`src/rtl/alu_result_sequencer.sv`:
```
// Sequencer for the ALU result mux: takes one op at a time, drives the select code,
// handshakes multi-cycle units (with timeout) and holds the result until it is consumed.
module alu_result_sequencer #(
    parameter int unsigned size       = 8,
    parameter logic [6:0]  MULTI_MASK = 7'b0001000,
    parameter int unsigned TIMEOUT    = 16
) (
    input  logic            clk,
    input  logic            rst_n,
    input  logic            op_valid,
    output logic            op_ready,
    input  logic [2:0]      op_idx,
    input  logic [size-1:0] op_a,
    input  logic [size-1:0] op_b,
    output logic [size-1:0] opnd_a,
    output logic [size-1:0] opnd_b,
    output logic [2:0]      mux_sel,
    output logic            unit_start,
    input  logic            unit_done,
    input  logic [size-1:0] mux_out,
    output logic            res_valid,
    input  logic            res_ready,
    output logic [size-1:0] res_data,
    output logic [2:0]      res_idx,
    output logic            err_illegal,
    output logic            err_timeout
);
    localparam logic [1:0] S_IDLE  = 2'd0;
    localparam logic [1:0] S_SETUP = 2'd1;
    localparam logic [1:0] S_WAIT  = 2'd2;
    localparam logic [1:0] S_HOLD  = 2'd3;

    // Index 7 padded in so the mask can be indexed directly by a 3-bit op index.
    localparam logic [7:0] MULTI8   = {1'b0, MULTI_MASK};
    localparam logic [7:0] CNT_LAST = 8'(TIMEOUT - 1);

    function automatic logic [2:0] sel_code(input logic [2:0] idx);
        case (idx)
            3'd0:    sel_code = 3'b000;
            3'd1:    sel_code = 3'b001;
            3'd2:    sel_code = 3'b011;
            3'd3:    sel_code = 3'b100;
            3'd4:    sel_code = 3'b110;
            3'd5:    sel_code = 3'b101;
            3'd6:    sel_code = 3'b111;
            default: sel_code = 3'b000;
        endcase
    endfunction

    logic [1:0]      state_q, state_d;
    logic            op_ready_q, op_ready_d;
    logic [2:0]      idx_q, idx_d;
    logic [2:0]      mux_sel_q, mux_sel_d;
    logic [size-1:0] opnd_a_q, opnd_a_d;
    logic [size-1:0] opnd_b_q, opnd_b_d;
    logic            unit_start_q, unit_start_d;
    logic [7:0]      cnt_q, cnt_d;
    logic            res_valid_q, res_valid_d;
    logic [size-1:0] res_data_q, res_data_d;
    logic [2:0]      res_idx_q, res_idx_d;
    logic            err_illegal_q, err_illegal_d;
    logic            err_timeout_q, err_timeout_d;

    always_comb begin
        state_d       = state_q;
        idx_d         = idx_q;
        mux_sel_d     = mux_sel_q;
        opnd_a_d      = opnd_a_q;
        opnd_b_d      = opnd_b_q;
        unit_start_d  = 1'b0;
        cnt_d         = cnt_q;
        res_valid_d   = res_valid_q;
        res_data_d    = res_data_q;
        res_idx_d     = res_idx_q;
        err_illegal_d = 1'b0;
        err_timeout_d = err_timeout_q;
        case (state_q)
            S_IDLE: begin
                if (op_valid && op_ready_q) begin
                    if (op_idx == 3'd7) begin
                        err_illegal_d = 1'b1;
                    end else begin
                        idx_d        = op_idx;
                        mux_sel_d    = sel_code(op_idx);
                        opnd_a_d     = op_a;
                        opnd_b_d     = op_b;
                        unit_start_d = MULTI8[op_idx];
                        state_d      = S_SETUP;
                    end
                end
            end
            S_SETUP: begin
                if (MULTI8[idx_q]) begin
                    cnt_d   = 8'd0;
                    state_d = S_WAIT;
                end else begin
                    res_data_d    = mux_out;
                    res_idx_d     = idx_q;
                    res_valid_d   = 1'b1;
                    err_timeout_d = 1'b0;
                    state_d       = S_HOLD;
                end
            end
            S_WAIT: begin
                if (unit_done) begin
                    res_data_d    = mux_out;
                    res_idx_d     = idx_q;
                    res_valid_d   = 1'b1;
                    err_timeout_d = 1'b0;
                    state_d       = S_HOLD;
                end else if (cnt_q == CNT_LAST) begin
                    // Abort: an all-zero result flagged by err_timeout.
                    res_data_d    = '0;
                    res_idx_d     = idx_q;
                    res_valid_d   = 1'b1;
                    err_timeout_d = 1'b1;
                    state_d       = S_HOLD;
                end else begin
                    cnt_d = cnt_q + 8'd1;
                end
            end
            default: begin
                if (res_ready) begin
                    res_valid_d   = 1'b0;
                    err_timeout_d = 1'b0;
                    state_d       = S_IDLE;
                end
            end
        endcase
        // Registered so it reads 0 while in reset and rises on the first edge after.
        op_ready_d = (state_d == S_IDLE);
    end

    always_ff @(posedge clk or negedge rst_n) begin
        if (!rst_n) begin
            state_q       <= S_IDLE;
            op_ready_q    <= 1'b0;
            idx_q         <= 3'd0;
            mux_sel_q     <= 3'b000;
            opnd_a_q      <= '0;
            opnd_b_q      <= '0;
            unit_start_q  <= 1'b0;
            cnt_q         <= 8'd0;
            res_valid_q   <= 1'b0;
            res_data_q    <= '0;
            res_idx_q     <= 3'd0;
            err_illegal_q <= 1'b0;
            err_timeout_q <= 1'b0;
        end else begin
            state_q       <= state_d;
            op_ready_q    <= op_ready_d;
            idx_q         <= idx_d;
            mux_sel_q     <= mux_sel_d;
            opnd_a_q      <= opnd_a_d;
            opnd_b_q      <= opnd_b_d;
            unit_start_q  <= unit_start_d;
            cnt_q         <= cnt_d;
            res_valid_q   <= res_valid_d;
            res_data_q    <= res_data_d;
            res_idx_q     <= res_idx_d;
            err_illegal_q <= err_illegal_d;
            err_timeout_q <= err_timeout_d;
        end
    end

    assign op_ready    = op_ready_q;
    assign mux_sel     = mux_sel_q;
    assign opnd_a      = opnd_a_q;
    assign opnd_b      = opnd_b_q;
    assign unit_start  = unit_start_q;
    assign res_valid   = res_valid_q;
    assign res_data    = res_data_q;
    assign res_idx     = res_idx_q;
    assign err_illegal = err_illegal_q;
    assign err_timeout = err_timeout_q;

endmodule

```
`config.mk`:
```
export PLATFORM = sky130hd
export DESIGN_NAME = alu_result_sequencer
export DESIGN_NICKNAME = d
export VERILOG_FILES = /design/src/rtl/alu_result_sequencer.sv
export SDC_FILE = /design/constraint.sdc
export NUM_CORES = 1
export LEC_CHECK = 0
export CORE_AREA = 2 2 64 96
export CTS_BUF_LIST = sky130_fd_sc_hd__clkbuf_8
export DETAILED_ROUTE_END_ITERATION = 7
export DIE_AREA = 0 0 66 98
export GPL_TIMING_DRIVEN = 0
export PLACE_DENSITY = 0.8
export SYNTH_ARGS = -nofsm -noshare
export SYNTH_HDL_FRONTEND = slang
export SYNTH_SLANG_ARGS = --single-unit
```
`constraint.sdc`:
```
create_clock -name clk -period 3.6 [get_ports clk]
set_input_delay 0.72 -clock clk [delete_from_list [all_inputs] [get_ports clk]]
set_output_delay 0.72 -clock clk [all_outputs]
set_load 0.02 [all_outputs]
```
==> flow_summary.json <==
{
  "outcome": "complete, no violations",
  "drcViolationCount": 0,
  "proportion_of_layout_cells_with_a_drive_suffix_above_1_pct": 7.17,
  "synth.top_cells.by_area": "sky130_fd_sc_hd__dfrtp_1, sky130_fd_sc_hd__nand2_1, sky130_fd_sc_hd__mux2i_1",
  "hold_path.class": "primary input to async pin",
  "p_leak_nw": 1.37,
  "hold_viol_final": 0,
  "grt_setup_unrepaired": "no",
  "total_routing_usage_gr_pct": 16.1,
  "post_detailed_route_count_of_antenna_violating_nets": 0,
  "cts-htree-levels": 2,
  "antenna_cells": 0,
  "syn_area_um2": 2200,
  "first_pass_grt_wire_length_mm": 8.19,
  "worst_setup_path_start_kind": "primary input",
  "synth_ff_type": "sky130_fd_sc_hd__dfrtp_1",
  "drt-vias-per-instance": 5.00,
  "muxShareOfSynthArea_pct": 5.85,
  "synth.avg_cell_area_um2": 10.0,
  "finalSetupTns_ps": 0,
  "max_slew_margin_pct": 62.7,
  "detail_route.wl_per_cell_um": 13.2,
  "yosysWarningCount": 0,
  "core-area_um2": 5700,
  "synth_top_area_cell": "sky130_fd_sc_hd__dfrtp_1",
  "yosys.area_share.xor_xnor_pct": 0,
  "synth_nets": 257,
  "finalNetCount": 330,
  "clk_path_buf_depth": 2,
  "synth_commonest_cells": "sky130_fd_sc_hd__nand2_1, sky130_fd_sc_hd__dfrtp_1",
  "pin_count": 67,
  "postRouteWirelength_mm": 4.83,
  "design.die.area_um2": 6470,
  "reg2reg_depth": 8,
  "ys_types": 39,
  "yosys.cell_count.top_type": "sky130_fd_sc_hd__nand2_1",
  "cts_tree": "yes",
  "synth-compound-area-share_pct": 12.1,
  "worstMarginPinSlew_ps": 558,
  "vias": 1824,
  "r2r_start": "state_q[0]$_DFF_PN0_",
  "final-max-slew-violation-count": 0,
  "final_cycle_share_pct": 58.1,
  "cts_hold_buffers": 0,
  "drt_pass1_iterations": 4,
  "globalplace.congestion": 0.876,
  "critical_path.endpoint_type": "flip-flop",
  "postSynthCellCount": 220,
  "crit_path_max_fanout": 10,
  "numClockSinks": 48,
  "antenna_found_initial": 0,
  "initial_cell_density_of_the_core_pct": 38.7,
  "synth_adder_area_share_pct": 2.84,
  "post_cts_repair_timing_setup_buffer_count": 0,
  "critical_path_arrival_ps": 2340,
  "synth-simple-area-share_pct": 21.1,
  "synth-async-reset-ratio_pct": 100,
  "cts_bufs_inserted": 5,
  "max_cap_violations": 0,
  "final_period_minus_worst_setup_slack_ps": 2090,
  "clock.fmax_mhz": 478,
  "power.ir.vdd_worst_v": 0.000387,
  "fillers": 522,
  "setup.reg_to_reg.worst_slack_ps": 1520,
  "synth-edff-count": 0,
  "grt_max_degree": 26,
  "numPortBuffers": 65,
  "post-dp-hpwl_mm": 3.66,
  "insertion_delay_ps": 300,
  "worst_r2r_endpoint": "res_idx[1]$_DFFE_PN0P_",
  "synth.top_cell.area_share_pct": 54.5,
  "row_count": 34,
  "clockRootBuffer": "sky130_fd_sc_hd__clkbuf_8",
  "setup_viol": 0,
  "synth-seq-cells": 48,
  "design_area_um2": 3050,
  "final_global_route_overflow_total": 0,
  "ys_seq_area_share_pct": 54.5,
  "post_cts.resized_instances": 0,
  "grt_pass1_vias": 1819,
  "skew_ps": 7.36,
  "setup_slack_ps": 1510,
  "main_combinational_cell_family_by_area_after_synthesis": "simple AND/OR/NAND/NOR gates",
  "drtIter0Drc": 72,
  "area_delta_synth_final_pct": 38.4,
  "critPathKind": "primary input to flip-flop",
  "required_time_worst_endpoint_ps": 3840,
  "pre_cts_slack_ps": 1180,
  "die_w_um": 66,
  "placement.cell_area_um2": 2960,
  "power-per-cell-area_nw_per_um2": 850,
  "clk_transition_reported_paths_ps": 90,
  "die_y_um": 98
}
-- flip-flops by register name, summed over array words and instances (netlist names) --
| register | count |
|---|---|
| err_illegal | 1 |
| unit_start | 1 |
| err_timeout | 1 |
| opnd_b | 8 |
| mux_sel | 3 |
| op_ready | 1 |
| opnd_a | 8 |
| res_valid | 1 |
| cnt_q | 8 |
| state_q | 2 |
| res_data | 8 |
| res_idx | 3 |
| idx_q | 3 |
-- final cells by class --
type                       count  area, µm²  share of cell area, %
sequential                    48       1200                   39.4
clock buffer                   6       82.6                   2.71
buffer                        10       56.3                   1.85
tap                           72       90.1                   2.95
multi-input combinational    156        923                   30.3
clock inverter                 1       8.76                  0.287
timing repair buffer          66        666                   21.8
inverter                       6       22.5                  0.738
-- where the power goes --
group	switching (mW)	internal [mW]	total (mW)
Sequential	0.175	0.781	0.956
Combinational	0.665	0.649	1.31
Clock	0.170	0.153	0.323
-- kinds of logic (layout without fill, tap and decap cells) --
kind of cell	after synthesis	count (layout)
adder cells (fa/ha/maj)	5	5
buffers and inverters	16	89
multiplexers	12	12
AND/OR/NAND/NOR	103	103
flip-flops	48	48
AO/OA/AOI/OAI	36	36
-- worst max-delay path by stage --
| stage | from | to | slack, ps | cells past startpoint |
|---|---|---|---|---|
| 3_5_place_dp | op_idx[2] | opnd_b[4]$_DFFE_PN0P_ | 1180 | 7 |
| 2_1_floorplan | state_q[0]$_DFF_PN0_ | res_idx[1]$_DFFE_PN0P_ | 1700 | 8 |
| 4_1_cts | op_idx[2] | opnd_b[4]$_DFFE_PN0P_ | 1500 | 7 |
| 6_report | op_idx[2] | opnd_b[4]$_DFFE_PN0P_ | 1510 | 7 |
| 5_1_grt | state_q[0]$_DFF_PN0_ | opnd_b[0]$_DFFE_PN0P_ | 1300 | 9 |
| 3_3_place_gp | rst_n | opnd_b[4]$_DFFE_PN0P_ | 450 | 1 |
-- stage by stage --
stage	hold WS [ps]	cells	power (mW)	util, %
after CTS	413	365	2.62	53.5
after floorplan	424	220	1.75	-
after detailed placement	462	358	2.29	51.9
after global placement	458	357	2.25	51.6
after global routing	440	365	2.79	53.5
final	402	365	2.59	53.5
-- routing by layer --
layer / track usage, % / vias to the layer above / wire length (µm) / part of all wire (%)
met5: 0 / - / 0 / 0
met4: 5.97 / 0 / 82 / 1.7
met3: 4.03 / 9 / 254 / 5.3
met2: 28.0 / 50 / 2540 / 53
met1: 18.8 / 873 / 1950 / 40
li1: - / 892 / - / -
-- worst max-delay path, stage by stage --
cell and delay [ps]:
sky130_fd_sc_hd__clkdlybuf4s50_1 520, sky130_fd_sc_hd__nand3_1 170, sky130_fd_sc_hd__nor2b_1 140, sky130_fd_sc_hd__buf_2 220, sky130_fd_sc_hd__buf_1 380, sky130_fd_sc_hd__nand2_1 110, sky130_fd_sc_hd__nand2_1 70
-- cell usage in the layout, fill, tap and decap left out, types with 2 or more instances in the layout --
cell	instances
sky130_fd_sc_hd__nand2_1	69
sky130_fd_sc_hd__clkdlybuf4s50_1	64
sky130_fd_sc_hd__dfrtp_1	48
sky130_fd_sc_hd__nor2_1	8
sky130_fd_sc_hd__nand2b_1	8
sky130_fd_sc_hd__a22o_1	8
sky130_fd_sc_hd__mux2i_1	8
sky130_fd_sc_hd__inv_1	6
sky130_fd_sc_hd__nand3_1	6
sky130_fd_sc_hd__a211oi_1	6
sky130_fd_sc_hd__clkbuf_8	6
sky130_fd_sc_hd__a21oi_1	5
sky130_fd_sc_hd__o21ai_0	5
sky130_fd_sc_hd__ha_1	5
sky130_fd_sc_hd__buf_2	4
sky130_fd_sc_hd__clkbuf_1	3
sky130_fd_sc_hd__mux2_2	3
sky130_fd_sc_hd__and2_1	2
sky130_fd_sc_hd__nor3_1	2
sky130_fd_sc_hd__buf_6	2
sky130_fd_sc_hd__buf_1	2
sky130_fd_sc_hd__o2bb2ai_1	2
No activity file was read; power rests on OpenSTA's default activity.
==> RTL edit 1 (same settings) <==
The parameter `size` goes from 8 to 4.
--- a/src/rtl/alu_result_sequencer.sv
+++ b/src/rtl/alu_result_sequencer.sv
@@ -1,7 +1,7 @@
 // Sequencer for the ALU result mux: takes one op at a time, drives the select code,
 // handshakes multi-cycle units (with timeout) and holds the result until it is consumed.
 module alu_result_sequencer #(
-    parameter int unsigned size       = 8,
+    parameter int unsigned size       = 4,
     parameter logic [6:0]  MULTI_MASK = 7'b0001000,
     parameter int unsigned TIMEOUT    = 16
 ) (
Ports: changed (6 resized); port bits go from 67 to 43. The function was not compared with the original's and may differ.
==> RTL edit 1 against the unedited design <==
- highest routed layer unchanged
- critical path depth down 2
- power decreased by 23%
- clock power decreased by 9.0%
- critical path type unchanged
- cell area decreased by 23%
- die area is the same
- routed wire length decreased by 23%
- sequential cell count is 12 lower
- register-to-register slack got worse by 190 ps
- non-clock buffer count decreased by 30
- area after synthesis is 21% lower
- count of clock-buffer cells in the layout unchanged
- setup slack worse by 220 ps
==> RTL edit 1: results (changes against the unedited design) <==
** Status
- Result of the run :: completed

** Placement
- DP Wirelength :: 2761 um (-24%)
- # port buffers :: 42 (-35%)
- The area after detailed placement came to 2256 um^2 (-24%).
- Gpl congestion :: 0.8643 (-1.3%)
- Dpl ws :: 918.7 ps (-262.6 ps)
- Placed cell count :: 267 (-25%)

** Timing
- The transition time at the pin with the least slew margin came to 801.2 ps (+243.0 ps).
- Worst setup skew after layout :: 5.056 ps (-2.307 ps)
- The number of slew-limit violations in the final report was 0 (unchanged).

** Drt
- Met2 wire length :: 1933 um (-24%)
- Vias per cell :: 5.127 (+2.6%)
- The DRC violation total after the first TritonRoute iteration came to 37 (-49%).
- The met1 layer wirelength in the final routing was 1580 um (-19%).
- The average wire length per cell after detail routing came to 13.54 um (+2.4%).
- The wire length on met3 was 131 um (-48%).
- First-pass iteration count of the detailed router :: 4 (unchanged)

** Synth
- The number of cells produced by synthesis came to 153 (-30%).
- Post-synth top cells :: sky130_fd_sc_hd__dfrtp_1, sky130_fd_sc_hd__mux2_2, sky130_fd_sc_hd__nand3_1
- Syn_nets :: 178 (-31%)
- Most common flop cell mapped by yosys :: sky130_fd_sc_hd__dfrtp_1
- Largest cells by area after synthesis :: sky130_fd_sc_hd__dfrtp_1, sky130_fd_sc_hd__mux2_2, sky130_fd_sc_hd__ha_1
- The sequential-to-total area share from yosys stat came to 51.47% (-3.0 points).
- Distinct cell type count after synthesis :: 42 (+7.7%)

** Worst hold path
- The tightest min-delay check is of the flop to flop type.

** Finish
- Number of flip-flops under the largest register name :: 8
- Proportion of layout cells with a drive suffix above 1 :: 16.26% (+9.1 points)
- The filler-free cell count of the finished design is 275 (-25%).
- Count of nets after finishing :: 227 (-31%)
- The number of diodes is 0 (unchanged).

** Global routing
- GRT met1 Usage :: 14.25% (-4.6 points)
- The met3 global-route usage was 2.880% (-1.2 points).
- Maximum number of pins on one net before global-route repair :: 37 (+42%)
- The total global routing track utilization is 12.66% (-3.4 points).
- The number of global-route vias before repair was 1413 (-22%).
- The met2 routing resource usage after global routing is 22.22% (-5.7 points).
- Global-route wire length before repair :: 6334 um (-23%)

** Clock tree
- Post-CTS setup buffer count :: 0 (unchanged)
- Cell at the root of the clock tree :: sky130_fd_sc_hd__clkbuf_8
- Clock slew at the register clock pins of the worst setup and hold paths :: 70 ps (-20 ps)
- The number of gates resized after CTS came to 0 (unchanged).

** Pwr
- Power Combinational :: 1.02 mW (-22%)
- The power dissipated in the clock network was 0.294 mW (-9.0%).
- The maximum vdd drop was 446.7 uV (+16%).
- The cell internal power dissipation came to 1.233 mW (-22%).
- The reported sequential group power is 0.691 mW (-28%).
- Leak Pwr :: 1.010 nW (-26%)

** Setup path
- The endpoint arrival time on the critical path was 2490 ps (+150 ps).
- Largest fanout on the critical path :: 10 (unchanged)
[RTL edit 1: cell count changes after synthesis, sizes merged, moves of 3 or more]
cell / change
o31ai: +4
a21boi: +3
nand2: -61
a211oi: -5
or4: +5
buf: -3
a22o: -4
nand2b: -6
clkbuf: -3
nand3: +4
mux2: +10
dfrtp: -12
mux2i: -6
[RTL edit 1: kinds of logic (layout without fill, tap and decap cells)]
| logic type | Yosys count | in the layout | share of synthesized area, % |
|---|---|---|---|
| buf+inv | 10 | 60 | 3.073 |
| fa+ha+maj | 5 | 5 | 3.574 |
| flops | 36 | 36 | 51.47 |
| compound gates | 35 | 35 | 14.80 |
| mux | 16 | 16 | 10.15 |
| simple gates | 51 | 51 | 16.94 |
[RTL edit 1: worst paths after layout]
check	depth (start not counted)	startpoint	end	slack, ps
max in group asynchronous	1	rst_n	opnd_a[2]	2570
min in group asynchronous	1	rst_n	op_ready	510
worst max-delay path	5	op_valid	opnd_a[3]	1280
worst min register to register	1	opnd_b[1]	opnd_b[1]	500
worst min-delay path	1	opnd_b[1]	opnd_b[1]	500
worst max register to register	6	state_q[0]	opnd_a[3]	1330
[RTL edit 1: critical path, stage by stage]
cell and delay, ps:
sky130_fd_sc_hd__clkdlybuf4s50_1 410, sky130_fd_sc_hd__nand3_1 280, sky130_fd_sc_hd__nand2b_1 210, sky130_fd_sc_hd__buf_1 460
sky130_fd_sc_hd__mux2_2 400
[RTL edit 1: final cells by class]
cell class	instances	area (um^2)
fillers	566	3352
repair buffers	42	415.4
inverters	6	22.52
clock inverters	2	10.01
clock buffers	6	82.58
multi-input cells	107	795.8
well taps	72	90.09
flip-flops and latches	36	900.9
plain buffers	4	31.28
==> RTL edit 2 (same flow settings) <==
Made on the original files. Make the reset (`rst_n`) synchronous in one clocked block.
--- a/src/rtl/alu_result_sequencer.sv
+++ b/src/rtl/alu_result_sequencer.sv
@@ -131,7 +131,7 @@
         op_ready_d = (state_d == S_IDLE);
     end
 
-    always_ff @(posedge clk or negedge rst_n) begin
+    always_ff @(posedge clk) begin
         if (!rst_n) begin
             state_q       <= S_IDLE;
             op_ready_q    <= 1'b0;
Behaviour: differs if rst_n is asserted again (counterexample within 4 cycles, from zero or initial values and one cycle with rst_n low); with rst_n held inactive, the same outputs for 10 cycles.
==> RTL edit 2 against the unedited design <==
- routed wire length grew 2.8%
- count of clock-buffer cells in the layout fell by 1
- sequential cell count grew 1
- die area unchanged
- clock skew is 8.2 ps higher
- area after synthesis down 0.23%
- cell area is 0.53% higher
- setup slack got worse by 13 ps
- sequential share of layout area shrank 7.4 points
- largest cell class is now multi-input gates
- highest routed layer unchanged
Power is not compared: it rests on default switching activity, and its combinational part moved more than twofold at a synthesized area within 25%.
==> RTL edit 2: results (changes against the unedited design) <==
** Status
- Result of the run :: completed

** Placement
- Gpl congestion :: 0.7718 (-12%)
- Dpl ws :: 1146 ps (-35.22 ps)
- # port buffers :: 64 (-1.5%)
- DP Wirelength :: 3729 um (+2.0%)

** Pwr
- IR analysis of the VDD net gives a maximum drop of 226.6 uV.
- For this design the static power due to leakage is 1.133 nW.

** Clock tree
- Post-CTS setup buffer count :: 0 (unchanged)
- Clock latency on the worst-skew pair, taken at its later pin, is 310 ps.
- The number of gates resized after CTS is 0 (unchanged).

** Timing
- Worst setup skew after layout :: 15.57 ps (+8.205 ps)
- The transition time at the pin with the least slew margin was 553.8 ps (-4.321 ps).

** Synth
- The synthesized netlist net count is 284 (+11%).
- Post-Synth Adder-Cell Area :: 2.846% (+0.0065 points)
- Most common flop cell mapped by yosys :: sky130_fd_sc_hd__dfxtp_1
- The multiplexer share of the synthesized area came to 7.797% (+1.9 points).
- Sequential-to-total area share from yosys stat :: 44.62% (-9.9 points)
- The area fraction in compound gates after synthesis is 14.85% (+2.8 points).
- Largest cells by area after synthesis :: sky130_fd_sc_hd__dfxtp_1, sky130_fd_sc_hd__nand2_1, sky130_fd_sc_hd__mux2i_1
- The proportion of synthesized flip-flops having asynchronous set or reset is 0% (-100 points).
- Post-synth top cells :: sky130_fd_sc_hd__nand2_1, sky130_fd_sc_hd__dfxtp_1, sky130_fd_sc_hd__a21oi_1
- Distinct cell type count after synthesis :: 49 (+26%)
- The xor/xnor cell area share of the yosys netlist is 0.3984% (+0.40 points).

** Setup path
- Largest fanout on the critical path :: 9 (-1)
- The number of cells on the worst reg-to-reg path was 7 (-1).
- The largest stage delay on the critical path came to 580 ps (+60 ps).
- Data arrival, critical path :: 2350 ps
- Slowest-stage cell, CP :: sky130_fd_sc_hd__clkdlybuf4s50_1

** Global routing
- Via count of the first global-routing pass :: 1872 (+2.9%)
- The total global routing track utilization was 15.69% (-0.42 points).
- The largest net degree at the start of global routing came to 17 (-35%).
- Global-route wire length before repair :: 8045 um (-1.8%)

** Finish
- Proportion of layout cells with a drive suffix above 1 :: 8.464% (+1.3 points)
- Count of nets after finishing :: 355 (+7.6%)
- Number of inserted filler cells in the final layout :: 545 (+4.4%)

** Drt
- The total vias in the final route is 1953 (+7.1%).
- The count of nets left with antenna violations after detail routing is 0 (unchanged).
- The DRC violation total after the first TritonRoute iteration came to 60 (-17%).
- The total detailed-routing wirelength is 4960 um (+2.8%).

** Worst hold path
- The tightest min-delay check is of the flop to flop type.
==> RTL edit 2: cell types whose count changed in the layout (fill, tap and decap cells not counted), sizes merged, moves of 4 or more <==
cell | before | now
dfxtp | 0 | 49
nand2 | 69 | 65
or4 | 0 | 5
a211oi | 6 | 1
a22o | 8 | 1
a21oi | 5 | 23
dfrtp | 48 | 0
mux2i | 8 | 16
nand2b | 8 | 2
o31ai | 0 | 4
==> RTL edit 2: kinds of logic after synthesis <==
kind of cell,count (synthesis)
compound gates,47
xor+xnor,1
fa+ha+maj,5
buf+inv,17
flops,49
mux,17
simple gates,111
==> RTL edit 2: power by group <==
| part | total [mW] | internal, mW | switching [mW] |
|---|---|---|---|
| clock network | 0.470 | 0.280 | 0.191 |
| registers | 0.673 | 0.623 | 0.0497 |
| logic | 0.642 | 0.307 | 0.335 |
| total | 1.78 | 1.21 | 0.576 |
==> RTL edit 2: final timing paths <==
| kind | startpoint | slack, ps | end |
|---|---|---|---|
| worst max-delay path | rst_n | 1490 | res_data[2] |
| worst min-delay path | opnd_b[4] | 460 | opnd_b[4] |
| worst max register to register | state_q[0] | 1610 | cnt_q[5] |
| worst min register to register | opnd_b[4] | 460 | opnd_b[4] |
==> RTL edit 2: layer usage <==
| metal | share of wire, % | GRT usage (%) | vias up |
|---|---|---|---|
| li1 | - | - | 1001 |
| met1 | 42 | 17.11 | 893 |
| met2 | 51 | 28.59 | 52 |
| met3 | 5.3 | 3.456 | 7 |
| met4 | 1.8 | 6.122 | 0 |
| met5 | 0 | 0 | - |
==> RTL edit 2: area by class of cell <==
| cell class | instances | area share, % |
|---|---|---|
| Timing Repair Buffer | 64 | 20.89 |
| Clock inverter | 3 | 2.244 |
| Sequential cell | 49 | 31.99 |
| Clock buffer | 5 | 2.244 |
| Inverter | 5 | 0.6120 |
| Tap cell | 72 | 2.938 |
| Buffer | 12 | 2.407 |
| Multi-Input combinational cell | 181 | 36.68 |
==> RTL edit 2: worst max-delay path, delay by kind of cell <==
family	cells	cell delay (ps)
muxes	1	140
buffers and inverters	2	860
and+or+nand+nor	2	630
==> RTL edit 2: stage by stage <==
step           cells  instance area [um^2]  utilization (%)
2_1_floorplan    247                  2198                -
3_3_place_gp     383                  2929            51.38
3_5_place_dp     383                  2929            51.38
4_1_cts          391                  3067            53.80
5_1_grt          391                  3067            53.80
6_report         391                  3067            53.80
